<file path="config.mk">
export PLATFORM = sky130hd
export DESIGN_NAME = processador_multiciclo_param
export DESIGN_NICKNAME = d
export VERILOG_FILES = /design/src/rtl/processador_multiciclo_param_pkg.sv /design/src/rtl/processador_multiciclo_param_regn.sv /design/src/rtl/processador_multiciclo_param.sv
export SDC_FILE = /design/constraint.sdc
export NUM_CORES = 1
export LEC_CHECK = 0
export BUFFER_PORTS_ARGS = -buffer_cell sky130_fd_sc_hd__buf_2
export CAP_MARGIN = 5
export CORE_UTILIZATION = 40
export CTS_BUF_LIST = sky130_fd_sc_hd__clkbuf_4
export DETAILED_ROUTE_END_ITERATION = 10
export SLEW_MARGIN = 15
export SYNTH_ARGS = -nofsm -noshare
export SYNTH_HDL_FRONTEND = slang
export SYNTH_SLANG_ARGS = --single-unit
</file>
<file path="constraint.sdc">
create_clock -name Clock -period 16.7 [get_ports Clock]
set_input_delay 0.835 -clock Clock [delete_from_list [all_inputs] [get_ports Clock]]
set_output_delay 0.835 -clock Clock [all_outputs]
set_load 0.01 [all_outputs]
</file>
<file path="src/rtl/processador_multiciclo_param_pkg.sv">
// ============================================================================
// processador_pkg : opcodes, Tstep encodings and bus-select codes
// Rev 1.0
// ============================================================================
`default_nettype none

package processador_pkg;

  localparam logic [2:0] OP_MV   = 3'b000;
  localparam logic [2:0] OP_MVI  = 3'b001;
  localparam logic [2:0] OP_ADD  = 3'b010;
  localparam logic [2:0] OP_SUB  = 3'b011;
  localparam logic [2:0] OP_AND  = 3'b100;
  localparam logic [2:0] OP_MVNZ = 3'b101;

  typedef enum logic [1:0] {
    T0 = 2'd0,
    T1 = 2'd1,
    T2 = 2'd2,
    T3 = 2'd3
  } tstep_e;

  typedef enum logic [1:0] {
    SEL_NONE = 2'd0,
    SEL_DIN  = 2'd1,
    SEL_REG  = 2'd2,
    SEL_G    = 2'd3
  } bus_sel_e;

endpackage

`default_nettype wire

</file>
<file path="src/rtl/processador_multiciclo_param_regn.sv">
// ============================================================================
// regn : N-bit register with load enable and asynchronous clear
// Rev 1.0
// ============================================================================
`default_nettype none

module regn #(
  parameter int N = 16
) (
  input  logic         clk,
  input  logic         rst,
  input  logic         en,
  input  logic [N-1:0] d,
  output logic [N-1:0] Q
);

  logic [N-1:0] q_q;
  logic [N-1:0] q_d;

  always_comb begin
    q_d = en ? d : q_q;
  end

  always_ff @(posedge clk or posedge rst) begin
    if (rst) begin
      q_q <= '0;
    end else begin
      q_q <= q_d;
    end
  end

  assign Q = q_q;

endmodule

`default_nettype wire

</file>
<file path="src/rtl/processador_multiciclo_param.sv">
// ============================================================================
// processador_multiciclo_param : parametrised multicycle core with shared bus,
// A/G ALU path and a T0..T3 step sequencer
// Rev 1.0
// ============================================================================
`default_nettype none

module processador_multiciclo_param
  import processador_pkg::*;
#(
  parameter int DATA_W   = 16,
  parameter int REG_BITS = 3
) (
  input  logic              Clock,
  input  logic              Reset,
  input  logic              Run,
  input  logic [DATA_W-1:0] DIN,
  output logic              Done,
  output logic [DATA_W-1:0] BusWires,
  output logic [1:0]        Tstep
);

  localparam int IR_W = 3 + 2 * REG_BITS;
  localparam int NREG = 2 ** REG_BITS;

  if (DATA_W < IR_W) begin : g_width_check
    $error("DATA_W must be at least 3 + 2*REG_BITS");
  end

  tstep_e                tstep_q, tstep_d;
  bus_sel_e              bus_sel;
  logic [REG_BITS-1:0]   bus_idx;
  logic [NREG-1:0]       reg_en;
  logic                  a_en, g_en, ir_en, done;
  logic [IR_W-1:0]       ir_q;
  logic [DATA_W-1:0]     a_q, g_q, alu_d;
  logic [DATA_W-1:0]     r_q [NREG];

  logic [2:0]            opcode;
  logic [REG_BITS-1:0]   rx, ry;

  assign opcode = ir_q[IR_W-1 -: 3];
  assign rx     = ir_q[2*REG_BITS-1 -: REG_BITS];
  assign ry     = ir_q[REG_BITS-1:0];

  always_comb begin
    tstep_d = tstep_q;
    bus_sel = SEL_NONE;
    bus_idx = ry;
    reg_en  = '0;
    a_en    = 1'b0;
    g_en    = 1'b0;
    ir_en   = 1'b0;
    done    = 1'b0;
    unique case (tstep_q)
      T0: begin
        if (Run) begin
          ir_en   = 1'b1;
          tstep_d = T1;
        end
      end
      T1: begin
        case (opcode)
          OP_MV, OP_MVNZ: begin
            bus_sel    = SEL_REG;
            // mvnz tests the G left behind by the most recent ALU op
            reg_en[rx] = (opcode == OP_MV) || (g_q != '0);
            done       = 1'b1;
            tstep_d    = T0;
          end
          OP_MVI: begin
            bus_sel    = SEL_DIN;
            reg_en[rx] = 1'b1;
            done       = 1'b1;
            tstep_d    = T0;
          end
          OP_ADD, OP_SUB, OP_AND: begin
            bus_sel = SEL_REG;
            bus_idx = rx;
            a_en    = 1'b1;
            tstep_d = T2;
          end
          default: begin
            done    = 1'b1;
            tstep_d = T0;
          end
        endcase
      end
      T2: begin
        bus_sel = SEL_REG;
        g_en    = 1'b1;
        tstep_d = T3;
      end
      T3: begin
        bus_sel    = SEL_G;
        reg_en[rx] = 1'b1;
        done       = 1'b1;
        tstep_d    = T0;
      end
    endcase
  end

  always_ff @(posedge Clock or posedge Reset) begin
    if (Reset) begin
      tstep_q <= T0;
    end else begin
      tstep_q <= tstep_d;
    end
  end

  always_comb begin
    BusWires = '0;
    case (bus_sel)
      SEL_DIN:  BusWires = DIN;
      SEL_REG:  BusWires = r_q[bus_idx];
      SEL_G:    BusWires = g_q;
      default:  BusWires = '0;
    endcase
  end

  always_comb begin
    case (opcode)
      OP_SUB:  alu_d = a_q - BusWires;
      OP_AND:  alu_d = a_q & BusWires;
      default: alu_d = a_q + BusWires;
    endcase
  end

  regn #(.N(IR_W)) u_ir (
    .clk(Clock), .rst(Reset), .en(ir_en), .d(DIN[IR_W-1:0]), .Q(ir_q)
  );

  regn #(.N(DATA_W)) u_a (
    .clk(Clock), .rst(Reset), .en(a_en), .d(BusWires), .Q(a_q)
  );

  regn #(.N(DATA_W)) u_g (
    .clk(Clock), .rst(Reset), .en(g_en), .d(alu_d), .Q(g_q)
  );

  for (genvar i = 0; i < NREG; i++) begin : g_regs
    regn #(.N(DATA_W)) u_r (
      .clk(Clock), .rst(Reset), .en(reg_en[i]), .d(BusWires), .Q(r_q[i])
    );
  end

  assign Done  = done;
  assign Tstep = tstep_q;

endmodule

`default_nettype wire

</file>
After elaboration in Yosys (flattened, before gate mapping)
Index checks and enable logic that the tools add are counted.
- logic and storage cells: 63
- input port bits: 19
- output and inout port bits: 19
- bits in registers: 171
- magnitude comparators: 3
- mux-type cells: 23
- bitwise logic cells: 3
- reductions and logical operators: 8
- add/sub/neg operators: 2
- equality and inequality tests: 12
- operators by type and width (kind ; number):
    16-bit binary-select mux with 3-bit select ; 1
    16-bit case mux with 3 select lines ; 1
    16-bit 2-to-1 mux ; 2
    16-bit case mux with 2 select lines ; 1
    8-bit case mux with 2 select lines ; 2
    16-bit adder ; 1
    16-bit bitwise AND ; 1
    16-bit nonzero test ; 1
    16-bit subtractor ; 1
    8-bit bitwise AND ; 1
    2-bit equality test, second input constant ; 4
    2-bit case mux with 4 select lines ; 1
    1-bit 2-to-1 mux ; 7
    3-bit by 2-bit equality test with 1-bit output, second input constant ; 2
    3-bit equality test, second input constant ; 2
    3-bit 2-to-1 mux ; 2
    2-bit case mux with 3 select lines ; 1
    5-bit OR reduction ; 1
    2-bit by 1-bit equality test with 1-bit output, second input constant ; 2
    4-bit greater-or-equal comparator, second input constant ; 1
    3-bit by 4-bit < comparator with 1-bit output, second input constant ; 1
    2-bit 2-to-1 mux ; 2
    3-bit NOT with 4-bit output ; 1
    2-bit case mux with 2 select lines ; 1
    11 further kinds ; 11

Depth between registers and ports, before layout
Gate-level depths: netlist (run 1).
- word-level depth: 11
- mapped depth: 27
- mapped depth without buffers: 22

Hierarchy
From an unflattened synthesis (run 1), not the netlist that was laid out.
- cell total of the unflattened synthesis: 838
- area, all modules: 10063.4 um^2
- by module, submodules not included (module ; times used ; sequential area each (um^2) ; area each (um^2) ; cells an instance):
    regn at g_regs[0].u_r ... ; 10 ; 400.4 ; 653.1 ; 35
    processador_multiciclo_param ; 1 ; 50.0 ; 3156.8 ; 468
    regn at u_ir ; 1 ; 225.2 ; 375.4 ; 20

Worst setup path after synthesis (run 1)
No wires, ideal clock.
- kind: register to register
- start: register tstep_q[0], in the netlist Tstep[0]
- end: register u_g.q_q[15], in the netlist u_g.Q[15]
- path slack: 11.143 ns
- setup time: 0.132 ns
- buffers on the path: 3
- arrival time: 5.425 ns
- period minus slack after synthesis: 5.557 ns
- stages on the path, launching flop included: 25
- required time: 16.568 ns
- path through: dfrtp_1 -> nor2b_1 -> clkbuf_1 -> nand2_1 -> o2bb2ai_1 -> buf_2 -> mux2i_1 -> a2111oi_0 -> a211oi_1 -> clkbuf_1 -> ha_1 -> nor2_1 -> xor2_1 -> ha_1 -> o21ai_0 -> a21oi_1 -> o41a_1 -> a211oi_1 -> a21oi_1 -> a31o_2 -> a31oi_1 -> nor2_1 -> o2bb2ai_1 -> a221oi_1 -> a21oi_1
- word-level cells in the longest chain between the ends: 9
- elaborated cells between the ends (all ways): 18
- classes of those cells: add/sub: 2; eq/ne: 6; mux: 8; bitwise: 2
- ends and longest elaborated chain (element ; RTL line ; source):
    from (decl) ; processador_multiciclo_param.sv:30 ; tstep_e tstep_q, tstep_d;
    from (signal assigned) ; processador_multiciclo_param.sv:107 ; tstep_q <= tstep_d;
    2-bit by 1-bit equality test with 1-bit output ; processador_multiciclo_param.sv:55 ; unique case (tstep_q)
    3-bit 2-to-1 mux ; processador_multiciclo_param.sv:55 ;
    3-bit NOT with 4-bit output (implied by the code) ; processador_multiciclo_param.sv:115 ; SEL_REG: BusWires = r_q[bus_idx];
    16-bit binary-select mux with 3-bit select ; processador_multiciclo_param.sv:115 ;
    16-bit 2-to-1 mux (implied by the code) (2 in series) ; processador_multiciclo_param.sv:115 ;
    16-bit case mux with 3 select lines ; processador_multiciclo_param.sv:113 ; case (bus_sel)
    16-bit adder (tied with other cells) ; processador_multiciclo_param.sv:125 ; default: alu_d = a_q + BusWires;
    16-bit case mux with 2 select lines ; processador_multiciclo_param.sv:122 ; case (opcode)
    to (signal assigned) ; processador_multiciclo_param_regn.sv:28 ; q_q <= q_d;
    to (decl) ; processador_multiciclo_param_regn.sv:17 ; logic [N-1:0] q_q;
Several ways; a longest one is shown, not always the timed one. The select of a mux whose other input is x is not followed.
A chain may end at the register's enable or synchronous reset.

Final worst setup path (run 1)
Ends and elaborated chain as after synthesis.

==> impl_metrics.env, run 1 <==
export IMPL_syn_nets=1065
export IMPL_synth_seq_cells=171
export IMPL_clkTransAtPathRegs_ns=0.15
export IMPL_holdBufCountCts=0
export IMPL_htreeDepth=4
export IMPL_io_pins=38
export IMPL_timing_final_max_slew_violations=0
export IMPL_synth_largest_area_cell="dfrtp_1"
export IMPL_post_drt_via_cell_ratio=5.72
export IMPL_die_area_sq_um=23700
export IMPL_crit_path_end_kind="flip-flop"
export IMPL_outcome="finished, final reports clean"
export IMPL_postSynth_asyncResetShare_pct=100
export IMPL_cap_viol_max_count=0
export IMPL_core_region_area_sq_um=22600
export IMPL_antenna_violating_nets_post_route=0
export IMPL_critPathArrivalTime_ns=7.79
export IMPL_wl_per_cell_um=20.6
export IMPL_ys_warn_count=0
export IMPL_pin_count_of_the_biggest_net_entering_global_routing=115
export IMPL_place_congestion=0.922
export IMPL_tns_ns=0
export IMPL_floorplan_rows=55
export IMPL_fmax_mhz=136
export IMPL_cts_tree="built"
export IMPL_post_cts_resized_instances=0
export IMPL_grt_usage_pct=24.2
export IMPL_chipHeight_um=154
export IMPL_final_min_clock_period_ns=7.33
export IMPL_final_net_count=1069
export IMPL_fraction_of_final_layout_cells_sized_beyond_drive_strength_1_pct=12.5
export IMPL_synth_edff_count=0
export IMPL_first_pass_iteration_count_of_the_detailed_router=5
export IMPL_worst_slew_pin_transition_ns=1.23
export IMPL_clkLatencyLatePin_ns=0.58
export IMPL_post_synth_main_area_contributors="dfrtp_1 46%, o21ai_0 8.8%, nand2_1 8.2%"
export IMPL_worstSetupPathType="flip-flop to flip-flop"
export IMPL_clockBufferDepth=2
export IMPL_synth_top_area_share_pct=46.4
export IMPL_synth_most_common_cell="nand2_1"
export IMPL_dr_first_iter_drc_count=578
export IMPL_cp_start_kind="flip-flop"
export IMPL_drc=0
export IMPL_worst_slew_margin_rel_pct=18.1
export IMPL_grt_overflow_total=0
export IMPL_initial_utilization_pct=40.7
export IMPL_first_global_vias=7312
export IMPL_synth_top_flop_cell="dfrtp_1"
export IMPL_syn_area_sq_um=9220
export IMPL_finalCritPeriodShare_pct=43.9
export IMPL_fin_worst_skew_ns=0.0294
export IMPL_port_buffers=37
export IMPL_synth_avg_cell_area_sq_um=8.97
export IMPL_grt_first_pass_wirelength_um=43300
export IMPL_synthCells=1028
export IMPL_root_buffer="clkbuf_4"
export IMPL_cts_sinks=171
export IMPL_synth_seq_area_share_pct=46.4
export IMPL_hold_ws_ns=0.393
export IMPL_cts_made_buffers=17
export IMPL_routed_via_count=7604
export IMPL_buffer_count_from_post_cts_setup_fixing=0
export IMPL_post_synth_num_cell_types=69
export IMPL_die_w_um=154
export IMPL_min_path_type="primary input to async pin"
export IMPL_crit_path_start="Tstep[0]"
export IMPL_timing_hold_violations_final=0
export IMPL_worst_path_max_fanout=35
export IMPL_setup_violations_final=0
export IMPL_timing_critical_path_required_ns=17.17
export IMPL_top_cells_by_instance_count_after_synthesis="201 x nand2_1, 171 x dfrtp_1, 163 x o21ai_0"
export IMPL_antenna_found_initial=1
export IMPL_timing_rr_start="Tstep[0]"
export IMPL_drt_total_wl_um=27400
export IMPL_setup_repair_after_global_routing_missed_its_margin="false"
export IMPL_synthToLayoutAreaGrowth_pct=7.51
export IMPL_dp_hpwl_um=19000
[cells by family (layout without fill, tap and decap cells)]
kind of cell | after synthesis | in the layout | synth area share (%)
buf+inv | 109 | 125 | 5.07
mux | 51 | 51 | 5.75
xor+xnor | 24 | 24 | 2.28
simple gates | 317 | 317 | 14.8
other cells | 0 | 1 | 0
flops | 171 | 171 | 46.4
compound gates | 338 | 338 | 23.2
fa+ha+maj | 18 | 18 | 2.52
[worst max-delay path: stages, from the launching register on]
cell	delay, ns
dfrtp_1	0.61
nor2b_1	0.67
o21ai_4	0.26
buf_4	0.33
a21o_1	0.50
buf_4	0.34
a211oi_1	0.25
a2111oi_0	0.10
a222oi_1	0.80
nand2_1	0.21
nor3_1	0.41
a21oi_1	0.18
xnor2_1	0.16
ha_1	0.34
and3_1	0.17
a211oi_1	0.39
a21oi_1	0.20
a31o_2	0.32
a31oi_1	0.37
nor2_1	0.09
o2bb2ai_1	0.14
a221oi_1	0.29
a21oi_1	0.10
[layer usage]
metal  GRT usage [%]  up-vias  wire (um)  part of all wire (%)
li1                -     3659          -                     -
met1            35.9     3685      13100                    48
met2            36.3      228      12100                    44
met3            3.64       32       1560                   5.7
met4            6.95        0        578                   2.1
met5               0        -          0                     0
[through the flow]
stage | instances | instance area (sq um) | setup slack [ns] | util [%]
global placement | 1298 | 9660 | 9.80 | 42.7
CTS | 1329 | 9910 | 9.49 | 43.8
detailed placement | 1298 | 9660 | 9.49 | 42.7
floorplan | 1028 | 9220 | 11.14 | -
finish | 1330 | 9920 | 9.37 | 43.8
global route | 1330 | 9920 | 8.76 | 43.8
[cell type report]
class,count,area (sq um)
Antenna cell,1,2.50
Clock buffer,18,135
Clock inverter,13,120
Fill cell,2240,12700
Inverter,28,113
Multi-Input combinational cell,748,4510
Sequential cell,171,4280
Tap cell,285,357
Timing Repair Buffer,66,403
[state kept, by name, indices dropped and copies added, names as in the netlist, named ones only]
register,flops
u_a.Q,16
g_regs.u_r.Q,128
u_g.Q,16
Tstep,1
u_ir.Q,9
[placed cells by master (no fill, tap or decap), types with 9 or more instances in the layout]
cell type | Yosys | routed
a211oi_1 | 23 | 22
a21oi_1 | 35 | 35
a22o_1 | 10 | 10
a22oi_1 | 9 | 9
a31oi_1 | 10 | 10
buf_2 | 11 | 37
buf_4 | 2 | 29
clkbuf_4 | 0 | 18
dfrtp_1 | 171 | 171
ha_1 | 17 | 17
inv_1 | 28 | 27
mux2_2 | 16 | 16
mux2i_1 | 35 | 35
nand2_1 | 201 | 201
nand2b_1 | 9 | 9
nand3_1 | 19 | 19
nor2_1 | 41 | 41
nor2b_1 | 10 | 9
nor3_1 | 14 | 14
o21a_1 | 17 | 17
o21ai_0 | 163 | 163
o221ai_1 | 12 | 12
xnor2_1 | 18 | 18
[worst paths after layout]
check | endpoint | slack (ns) | cells after the start
worst max register to register | u_g.Q[15] | 9.37 | 22
worst min register to register | g_regs[3].u_r.Q[9] | 0.49 | 2
worst max-delay path | u_g.Q[15] | 9.37 | 22
min in group Clock | g_regs[3].u_r.Q[9] | 0.49 | 2
max in group asynchronous | g_regs[2].u_r.Q[2] | 14.93 | 3
worst min-delay path | g_regs[5].u_r.Q[7] | 0.39 | 2
Power of run 1 is left out: the tool's default activity adds up to more than one toggle a clock period on the data nets, which glitch-free logic cannot reach.
==> run 2: changes to the inputs <==
==> constraint.sdc (replaced) <==
create_clock -name Clock -period 6.6 [get_ports Clock]
set_input_delay 0.33 -clock Clock [delete_from_list [all_inputs] [get_ports Clock]]
set_output_delay 0.33 -clock Clock [all_outputs]
set_load 0.01 [all_outputs]
==> run 2 against run 1 <==
Flip-flop and latch count unchanged; maximum frequency up 18%; clock skew decreased by 0.0033 ns; core utilization increased by 1.2 points; critical path type unchanged; highest routed layer unchanged.
==> impl_metrics.env, run 2 (synthesized netlist as in run 1, its figures left out) <==
export IMPL_setup_violations_final=0
export IMPL_die_w_um=154
export IMPL_cts_sinks=171
export IMPL_tns_ns=0
export IMPL_htreeDepth=4
export IMPL_setup_repair_after_global_routing_missed_its_margin="false"
export IMPL_outcome="finished, final reports clean"
export IMPL_layout_common_cells="201 x nand2_1, 171 x dfrtp_1, 163 x o21ai_0"
export IMPL_root_buffer="clkbuf_4"
export IMPL_layout_area_seq_sq_um=4280
export IMPL_fin_worst_skew_ns=0.0261
export IMPL_worstSetupPathType="flip-flop to flip-flop"
export IMPL_hold_ws_ns=0.0412
export IMPL_filler_cell_count=2180
export IMPL_clkTransAtPathRegs_ns=0.15
export IMPL_wl_per_cell_um=21.2
export IMPL_post_drt_via_cell_ratio=5.74
export IMPL_timing_hold_violations_final=0
export IMPL_worst_path_max_fanout=19
export IMPL_synthToLayoutAreaGrowth_pct=10.4
export IMPL_cap_viol_max_count=0
export IMPL_core_region_area_sq_um=22600
export IMPL_routed_via_count=7769
export IMPL_cts_made_buffers=17
export IMPL_fraction_of_final_layout_cells_sized_beyond_drive_strength_1_pct=14.1
export IMPL_die_area_sq_um=23700
export IMPL_finalCoreUtilization_pct=45.0
export IMPL_cts_tree="built"
export IMPL_min_path_type="primary input to flip-flop"
export IMPL_worst_slew_margin_rel_pct=26.6
export IMPL_final_net_count=1092
export IMPL_multi_input_comb_area_sq_um=4520
export IMPL_clockBufferDepth=2
export IMPL_initial_utilization_pct=40.7
export IMPL_grt_usage_pct=25.4
export IMPL_crit_path_end_kind="flip-flop"
export IMPL_largest_reg_flops=128
export IMPL_critPathArrivalTime_ns=6.70
export IMPL_port_buffers=37
export IMPL_place_congestion=0.926
export IMPL_antenna_found_initial=1
export IMPL_timing_critical_path_required_ns=7.08
export IMPL_drc=0
export IMPL_fmax_mhz=161
export IMPL_final_min_clock_period_ns=6.21
export IMPL_grt_first_pass_wirelength_um=45500
export IMPL_timing_final_max_slew_violations=0
export IMPL_finalCritPeriodShare_pct=94.1
export IMPL_io_pins=38
export IMPL_grt_overflow_total=0
export IMPL_cp_start_kind="flip-flop"
export IMPL_most_common_cell_after_layout_fill_and_taps_aside="nand2_1"
export IMPL_chipHeight_um=154
export IMPL_antenna_violating_nets_post_route=0
export IMPL_worst_slew_pin_transition_ns=1.10
export IMPL_dr_first_iter_drc_count=724
export IMPL_buffer_count_from_post_cts_setup_fixing=0
export IMPL_floorplan_rows=55
export IMPL_dp_hpwl_um=20200
export IMPL_pin_count_of_the_biggest_net_entering_global_routing=93
export IMPL_first_global_vias=7527
export IMPL_drt_total_wl_um=28700
export IMPL_first_pass_iteration_count_of_the_detailed_router=6
export IMPL_clkLatencyLatePin_ns=0.59
-- run 2: critical path, cell delays in order, from the launching register on --
cell and delay (ns):
dfrtp_1 0.51, nor2b_1 0.17, buf_4 0.17, o21ai_4 0.36, a21o_1 0.49, buf_12 0.24, mux2i_1 0.22, mux2i_1 0.09
a22oi_1 0.27, buf_4 0.22, ha_1 0.27, nor2_1 0.09, xor2_1 0.15, ha_1 0.34, o21ai_0 0.18, a21oi_1 0.09
o41a_1 0.36, a211oi_1 0.44, a21oi_1 0.18, a31o_2 0.31, a31oi_1 0.33, nor2_1 0.09, o2bb2ai_1 0.14, a221oi_1 0.30
a21oi_1 0.10
-- run 2: final timing paths --
kind | startpoint | end | slack (ns) | cells past startpoint
worst max-delay path | u_ir.Q[7] | u_g.Q[15] | 0.39 | 24
worst max register to register | u_ir.Q[7] | u_g.Q[15] | 0.39 | 24
min in group asynchronous | Reset | g_regs[4].u_r.Q[0] | 0.46 | 3
worst min-delay path | DIN[2] | u_ir.Q[2] | 0.04 | 2
worst min register to register | g_regs[4].u_r.Q[10] | g_regs[4].u_r.Q[10] | 0.49 | 2
max in group asynchronous | Reset | u_g.Q[7] | 4.92 | 5
-- run 2: metrics by stage --
step | setup WS [ns] | cells | cell area (sq um)
3_5_place_dp | 0.342 | 1314 | 9780
4_1_cts | 0.322 | 1352 | 10100
6_report | 0.389 | 1354 | 10200
3_3_place_gp | 0.537 | 1314 | 9780
2_1_floorplan | 1.04 | 1028 | 9220
5_1_grt | 0.0535 | 1354 | 10200
-- run 2: repair_timing --
| item | 4_1_cts | 5_1_grt |
|---|---|---|
| hold buffers | 6 | 0 |
| resized for setup | 0 | 5 |
| endpoints found under the setup margin | 0 | 2 |
| hold endpoints to repair | 96 | 0 |
-- run 2: layout make-up --
type	count	area share, %
clock buffer	17	1.25
clock inverter	15	1.62
sequential	171	42.0
timing repair buffer	89	6.15
inverter	28	1.08
antenna	1	0.0246
tap	285	3.50
multi-input combinational	748	44.3
-- run 2: routing by layer --
| layer | routed length (um) | track usage (%) |
|---|---|---|
| met4 | 518 | 7.00 |
| met3 | 1750 | 4.23 |
| met2 | 13300 | 40.2 |
| met5 | 0 | 0 |
| met1 | 13200 | 36.0 |
Power of run 2 is left out for the same reason.
==> run 3: changes to the inputs <==
--- a/config.mk
+++ b/config.mk
@@ -7,9 +7,10 @@
 export LEC_CHECK = 0
 export BUFFER_PORTS_ARGS = -buffer_cell sky130_fd_sc_hd__buf_2
 export CAP_MARGIN = 5
-export CORE_UTILIZATION = 40
+export CORE_UTILIZATION = 58
 export CTS_BUF_LIST = sky130_fd_sc_hd__clkbuf_4
 export DETAILED_ROUTE_END_ITERATION = 10
+export PLACE_DENSITY = 0.79
 export SLEW_MARGIN = 15
 export SYNTH_ARGS = -nofsm -noshare
 export SYNTH_HDL_FRONTEND = slang
==> constraint.sdc (replaced) <==
create_clock -name Clock -period 6.6 [get_ports Clock]
set_input_delay 0.33 -clock Clock [delete_from_list [all_inputs] [get_ports Clock]]
set_output_delay 0.33 -clock Clock [all_outputs]
set_load 0.02 [all_outputs]
==> run 3 against run 2 <==
Flip-flop and latch count is the same; critical path type unchanged; core utilization grew 19 points; maximum frequency is essentially flat.
==> impl_metrics.env, run 3 (synthesized netlist as in run 1, its figures left out) <==
export IMPL_worstPathBufferInverterCount=3
export IMPL_crit_chain="nor2b_1 -> buf_4 -> o21ai_4 -> a21o_1 -> buf_4 -> mux2i_1 -> mux2i_1 -> a211oi_1 -> buf_4 -> nand2_1 -> nor3_1 -> a21oi_1 -> xnor2_1 -> ha_1 -> and3_1 -> a211oi_1 -> a21oi_1 -> a31o_2 -> a31oi_1 -> nor2_1 -> o2bb2ai_1 -> a221oi_1 -> a21oi_1"
export IMPL_clkTransAtPathRegs_ns=0.14
export IMPL_r2r_setup_slack_ns=0.39
export IMPL_first_pass_iteration_count_of_the_detailed_router=6
export IMPL_place_congestion=0.978
export IMPL_worst_path_max_fanout=18
export IMPL_cap_viol_max_count=0
export IMPL_cts_sinks=171
export IMPL_grt_first_pass_wirelength_um=41100
export IMPL_worst_slew_margin_rel_pct=27.7
export IMPL_slowest_delay_ns=0.49
export IMPL_fraction_of_final_layout_cells_sized_beyond_drive_strength_1_pct=13.3
export IMPL_core_region_area_sq_um=15400
export IMPL_antenna_cells=0
export IMPL_drt_total_wl_um=25700
export IMPL_timing_critical_path_required_ns=7.06
export IMPL_postLayoutSetupSlackWorst_ns=0.385
export IMPL_chipHeight_um=128
export IMPL_final_min_clock_period_ns=6.21
export IMPL_die_area_sq_um=16400
export IMPL_io_pins=38
export IMPL_post_drt_via_cell_ratio=6.23
export IMPL_grt_usage_pct=33.4
export IMPL_finalCritPeriodShare_pct=94.2
export IMPL_fmax_mhz=161
export IMPL_post_layout_nonfiller_instances=1270
export IMPL_dr_first_iter_drc_count=1055
export IMPL_dp_slack_ns=0.561
export IMPL_dp_hpwl_um=17900
export IMPL_critical_path_top_delay_family="compound AO/OA/AOI/OAI gates"
export IMPL_layout_common_cells="199 x nand2_1, 171 x dfrtp_1, 163 x o21ai_0"
export IMPL_most_common_cell_after_layout_fill_and_taps_aside="nand2_1"
export IMPL_port_buffers=37
export IMPL_drc=0
export IMPL_cpMaxStageDelayCell="dfrtp_1"
export IMPL_min_path_type="primary input to flip-flop"
export IMPL_wl_per_cell_um=20.2
export IMPL_die_w_um=128
export IMPL_final_net_count=1085
export IMPL_first_global_vias=7392
export IMPL_antenna_violating_nets_post_route=0
export IMPL_initial_utilization_pct=60.0
export IMPL_largest_reg_flops=128
export IMPL_floorplan_rows=45
export IMPL_clockBufferDepth=2
export IMPL_worst_slew_pin_transition_ns=1.08
export IMPL_setup_violations_final=0
export IMPL_antenna_found_initial=0
export IMPL_routed_via_count=7916
export IMPL_placed_cells=1237
export IMPL_clkLatencyLatePin_ns=0.58
export IMPL_timing_final_max_slew_violations=0
export IMPL_timing_hold_violations_final=0
export IMPL_post_cts_resized_instances=0
export IMPL_pin_count_of_the_biggest_net_entering_global_routing=98
export IMPL_crit_path_end_kind="flip-flop"
export IMPL_outcome="finished, final reports clean"
export IMPL_cp_start_kind="flip-flop"
export IMPL_cts_tree="built"
export IMPL_worstSetupPathType="flip-flop to flip-flop"
export IMPL_htreeDepth=4
export IMPL_cts_made_buffers=17
export IMPL_setup_repair_after_global_routing_missed_its_margin="false"
export IMPL_synthToLayoutAreaGrowth_pct=7.42
export IMPL_grt_overflow_total=0
export IMPL_critPathArrivalTime_ns=6.67
export IMPL_tns_ns=0
export IMPL_fin_worst_skew_ns=0.0259
export IMPL_root_buffer="clkbuf_4"
-- run 3: cell types whose count changed in the layout (fill, tap and decap cells not counted), moves of 2 or more --
cell           previous run  this run
inv_6                     4         1
clkinv_1                  1         4
clkbuf_4                 17        19
inv_8                     2         0
clkinvlp_4                4         1
nand2_1                 201       199
nand2_2                   0         2
clkinv_2                  1         4
dlygate4sd3_1             6         3
-- run 3: cell type report --
class                      count  area, sq um
multi-input combinational    748         4500
timing repair buffer          82          531
inverter                      28          110
tap                          211          264
fill                        1338         5460
sequential                   171         4280
clock inverter                11         81.3
clock buffer                  19          143
-- run 3: through the flow --
| stage | utilization [%] | hold slack (ns) | cell area (sq um) |
|---|---|---|---|
| 3_3_place_gp | 62.8 | 0.456 | 9650 |
| 4_1_cts | 64.4 | 0.00742 | 9900 |
| 3_5_place_dp | 62.8 | 0.466 | 9650 |
| 6_report | 64.5 | 0.0696 | 9910 |
| 2_1_floorplan | - | 0.441 | 9220 |
| 5_1_grt | 64.5 | 0.00136 | 9910 |
-- run 3: what timing repair did --
item,4_1_cts,5_1_grt
buffers inserted,0,0
hold buffers,3,0
endpoints found under the hold margin,98,0
setup endpoints to repair,0,0
-- run 3: routing by layer --
layer	track usage (%)	wire, um	share of wire, %
met5	0	0	0
met4	11.1	674	2.6
met3	8.26	2310	9.0
met2	49.3	11500	45
met1	48.0	11300	44
-- run 3: worst paths after layout --
check | start | endpoint | depth (start not counted)
worst max-delay path | u_ir.Q[7] | u_g.Q[15] | 23
worst min-delay path | DIN[6] | u_ir.Q[6] | 2
worst max register to register | u_ir.Q[7] | u_g.Q[15] | 23
worst min register to register | g_regs[2].u_r.Q[13] | g_regs[2].u_r.Q[13] | 2
max in group asynchronous | Reset | g_regs[4].u_r.Q[5] | 4
min in group asynchronous | Reset | g_regs[5].u_r.Q[4] | 3
-- run 3: worst register-to-register path, cell delays in order (launching register included) --
cell and delay, ns:
dfrtp_1 0.49, nor2b_1 0.17, buf_4 0.17, o21ai_4 0.48, a21o_1 0.41, buf_4 0.32
mux2i_1 0.22, mux2i_1 0.10, a211oi_1 0.32, buf_4 0.20, nand2_1 0.10, nor3_1 0.44
a21oi_1 0.19, xnor2_1 0.16, ha_1 0.34, and3_1 0.16, a211oi_1 0.40, a21oi_1 0.19
a31o_2 0.31, a31oi_1 0.32, nor2_1 0.09, o2bb2ai_1 0.15, a221oi_1 0.30, a21oi_1 0.11
Power of run 3 is left out for the same reason.
